## src/rtl/seq01_tx.sv

```systemverilog
// rtl/seq01_tx.sv - "01"-framed MSB-first serial transmitter with 0->1 edge counter
module seq01_tx #(
  parameter int WIDTH = 8,
  parameter int CNTW  = 4
) (
  input  logic             clk,
  input  logic             rst,
  input  logic [WIDTH-1:0] din,
  input  logic             load,
  output logic             busy,
  output logic             x_out,
  output logic             frame,
  output logic             done,
  output logic [CNTW-1:0]  edge_cnt
);

  localparam int BW = (WIDTH > 2) ? $clog2(WIDTH) : 1;

  typedef enum logic [2:0] {IDLE, PRE0, PRE1, DATA, DONE} state_t;

  state_t           state, state_n;
  logic [WIDTH-1:0] shift, shift_n;
  logic [BW-1:0]    bit_cnt, bit_cnt_n;
  logic [CNTW-1:0]  edge_cnt_n;
  logic             x_n, busy_n, frame_n, done_n;

  always_ff @(posedge clk or posedge rst) begin
    if (rst) begin
      state    <= IDLE;
      shift    <= '0;
      bit_cnt  <= '0;
      edge_cnt <= '0;
      x_out    <= 1'b1;
      busy     <= 1'b0;
      frame    <= 1'b0;
      done     <= 1'b0;
    end else begin
      state    <= state_n;
      shift    <= shift_n;
      bit_cnt  <= bit_cnt_n;
      edge_cnt <= edge_cnt_n;
      x_out    <= x_n;
      busy     <= busy_n;
      frame    <= frame_n;
      done     <= done_n;
    end
  end

  // Outputs are decoded from the next state so they appear registered with that state.
  always_comb begin
    state_n    = state;
    shift_n    = shift;
    bit_cnt_n  = bit_cnt;
    edge_cnt_n = edge_cnt;
    x_n        = 1'b1;
    busy_n     = 1'b0;
    frame_n    = 1'b0;
    done_n     = 1'b0;

    case (state)
      IDLE, DONE: begin
        if (load) begin
          state_n    = PRE0;
          shift_n    = din;
          edge_cnt_n = '0;
        end else begin
          state_n = IDLE;
        end
      end
      PRE0: state_n = PRE1;
      PRE1: begin
        state_n   = DATA;
        bit_cnt_n = '0;
      end
      DATA: begin
        if (bit_cnt == BW'(WIDTH - 1)) state_n = DONE;
        else bit_cnt_n = bit_cnt + 1'b1;
      end
      default: state_n = IDLE;
    endcase

    case (state_n)
      PRE0: begin
        x_n    = 1'b0;
        busy_n = 1'b1;
      end
      PRE1: busy_n = 1'b1;
      DATA: begin
        x_n     = shift[WIDTH-1];
        shift_n = {shift[WIDTH-2:0], 1'b0};
        busy_n  = 1'b1;
        frame_n = 1'b1;
      end
      DONE: done_n = 1'b1;
      default: ;
    endcase

    // Only rising transitions inside a frame count; the idle line never produces one.
    if (state_n != IDLE && x_n && !x_out)
      edge_cnt_n = edge_cnt + 1'b1;
  end

endmodule

```

## config.mk

```make
export PLATFORM = sky130hd
export DESIGN_NAME = seq01_tx
export DESIGN_NICKNAME = d
export VERILOG_FILES = /design/src/rtl/seq01_tx.sv
export SDC_FILE = /design/constraint.sdc
export NUM_CORES = 1
export LEC_CHECK = 0
export CAP_MARGIN = 20
export CORE_ASPECT_RATIO = 1.25
export CORE_MARGIN = 2
export CORE_UTILIZATION = 54
export CTS_CLUSTER_DIAMETER = 100
export CTS_CLUSTER_SIZE = 24
export DETAILED_ROUTE_END_ITERATION = 10
export PLACE_DENSITY = 0.92
export REMOVE_ABC_BUFFERS = 1
export SYNTH_ARGS = -nofsm -noshare
export SYNTH_HDL_FRONTEND = slang
export SYNTH_SLANG_ARGS = --single-unit
```

## constraint.sdc

```tcl
create_clock -name clk -period 5.45 [get_ports clk]
set_input_delay 1.09 -clock clk [delete_from_list [all_inputs] [get_ports clk]]
set_output_delay 1.09 -clock clk [all_outputs]
set_load 0.02 [all_outputs]
```

==> reports/metrics.yaml <==
outcome: "complete, no violations"
vias: 812
p_sw_frac: 0.4031
cts.htree.levels: 1
io_pins: 19
post_cts_buffers: 0
finalWirelength_um: 1990
cts_tree: "yes"
route.detailed.wl_per_inst_um: 14.42
criticalPathCategory: "in2reg"
dieHeight_um: 53
r2r-start: "bit_cnt[1]"
intPower_mw: 0.3912
start_kind: "primary input"
max_freq_mhz: 376.1
whs_endpoint: "shift[6]"
r2r_slack_ps: 3430
grt_pass1_vias: 737
design_area_mm2: 0.001249
skew_ps: 5.340
wl_met1_um: 857
cts.sinks: 22
maxCapViolCount: 0
rsz0062_at_grt: "no"
start_util: 0.5805
postSynth.asyncResetShare: 1.000
core_mm2: 0.001787
finalCritPeriodShare: 0.4878
place_area_mm2: 0.001207
post-route-min-period_ps: 2659
finalSetupTns_ps: 0
grt_pass1_wl_um: 3187
final_hold_viol_count: 0
required_ps: 5680
synth.top_cells.by_count: "21 x dfrtp_1, 21 x nand2_1, 6 x a22oi_1, 4 x a21oi_1, 4 x o211ai_1"
slew-limit-headroom: 0.4561
die_area_mm2: 0.002290
nNetsFinal: 134
rr_endpoint: "edge_cnt[2]"
worstMarginPinSlew_ps: 814.9
layout-drive-gt1-share: 0.09244
end_kind: "flop"
rows: 17
antenna_found_initial: 0
clock_path_buffers: 2
synth-edff-count: 0
hold_path_class: "reg2reg"
powerDensity_mw_per_mm2: 524.9
worst-path-max-fanout: 9
p_leak_nw: 0.5616
slew_violations: 0
grt-ovfl-total: 0
synth_area_leaders: "dfrtp_1 51%, nand2_1 7.6%, a22oi_1 4.3%, ha_1 3.6%, o211ai_1 2.9%"
hp-start: "shift[6]"
yosys_register_bits: 22
r2r_cells: 6
wl_met2_um: 1024
cts_hold_buf: 0
setup_viol: 0
groute.usage.overall: 0.1884
num_antenna_cells: 0
drc: 0
synth_top_area_share: 0.5066
fillers: 146
port_buffers: 18
synth_flop_cell: "dfrtp_1"
utilization: 0.6989
synth_cell_types: 34
die_w_um: 43.20
synth_area_mm2: 0.001037
pwr-share-seq: 0.399
grt_max_degree: 23
yosysWarnings: 0
netlist_instances: 100
drt_iter0_markers: 18
yosysSeqAreaShare: 0.5320
area_growth_pct: 20.39
clk_pin_slew_worst_paths_ps: 130
dp_hpwl_um: 1398
cts_resized: 0
vias_per_cell: 5.884
top_layer_used: "met4"
place_congestion: 0.7669
hold_path_depth: 2
yosys.area.top_type: "dfrtp_1"
p_switching_mw: 0.2642
arrival_ps: 2890
cts_root_buf: "clkbuf_4"
avgSynthCellArea_um2: 10.37
p_comb_frac: 0.460
cts_buffers: 3
vdd.ir_drop.worst_v: 0.0002865
ant_nets: 0
wl_met3_um: 69
clk_latency_ps: 310
p_clk_frac: 0.141
firstDrtPassIters: 4
sequential cells by signal (all words and copies together) (netlist names):
name	cells
frame	1
edge_cnt	4
state	3
done	1
busy	1
x_out	1
shift	8
bit_cnt	3
worst max-delay path by stage:
stage | startpoint | to | slack (ps)
after floorplan | load | edge_cnt[3] | 3070
after global placement | load | edge_cnt[3] | 2330
after detailed placement | load | edge_cnt[3] | 2240
after CTS | load | edge_cnt[3] | 2560
after global routing | load | edge_cnt[0] | 2740
final | load | edge_cnt[0] | 2790
power groups by stage:
stage	clock network [mW]	logic (mW)	registers, mW
2_1_floorplan	0	0.181	0.282
3_3_place_gp	0	0.288	0.262
3_5_place_dp	0	0.299	0.265
4_1_cts	0.0933	0.301	0.261
5_1_grt	0.0965	0.337	0.269
6_report	0.0924	0.302	0.261
kinds of logic after synthesis:
group,count (synthesis),synth area share
AOI/OAI and AO/OA,23,0.1604
buffers and inverters,7,0.04342
muxes,1,0.01086
adders and majority gates,3,0.03619
DFF,22,0.5320
xor gates and xnor gates,2,0.01689
and+or+nand+nor,42,0.2002
area by class of cell:
class | instances | area (um2) | share of cell area
multi-input combinational | 71 | 440.4 | 0.3527
inverter | 3 | 11.26 | 0.009018
timing repair buffer | 19 | 185.2 | 0.1483
tap | 19 | 23.77 | 0.01904
clock buffer | 4 | 36.28 | 0.02906
sequential | 22 | 551.8 | 0.4419
stage by stage:
step	hold WS, ps	setup WS (ps)	instances	power (mW)
after global routing	531.0	2736	138	0.7029
after global placement	464.9	2328	133	0.5498
after detailed placement	468.0	2236	133	0.5640
after CTS	498.4	2556	137	0.6556
after floorplan	446.6	3071	96	0.4628
final	500.1	2791	138	0.6554
critical path, stage by stage:
cell             delay, ps
clkdlybuf4s50_1        480
or3b_1                 490
a21o_1                 240
or4_1                  480
o211ai_1               110
cells in the final DEF (no fill, tap or decap), drive strengths merged, types with 3 or more instances in the layout:
cell type / count
nand2: 21
o211ai: 4
dfrtp: 21
clkdlybuf4s50: 18
nand3: 3
nand2b: 3
clkbuf: 4
a22oi: 6
nor2: 3
ha: 3
inv: 3
a21oi: 4
routing by layer:
metal,GRT usage,up-vias
met3,0.01024,4
met5,0,-
met2,0.3234,21
met4,0.1061,0
li1,-,404
met1,0.2345,383
No activity file was read; power rests on OpenSTA's default activity.
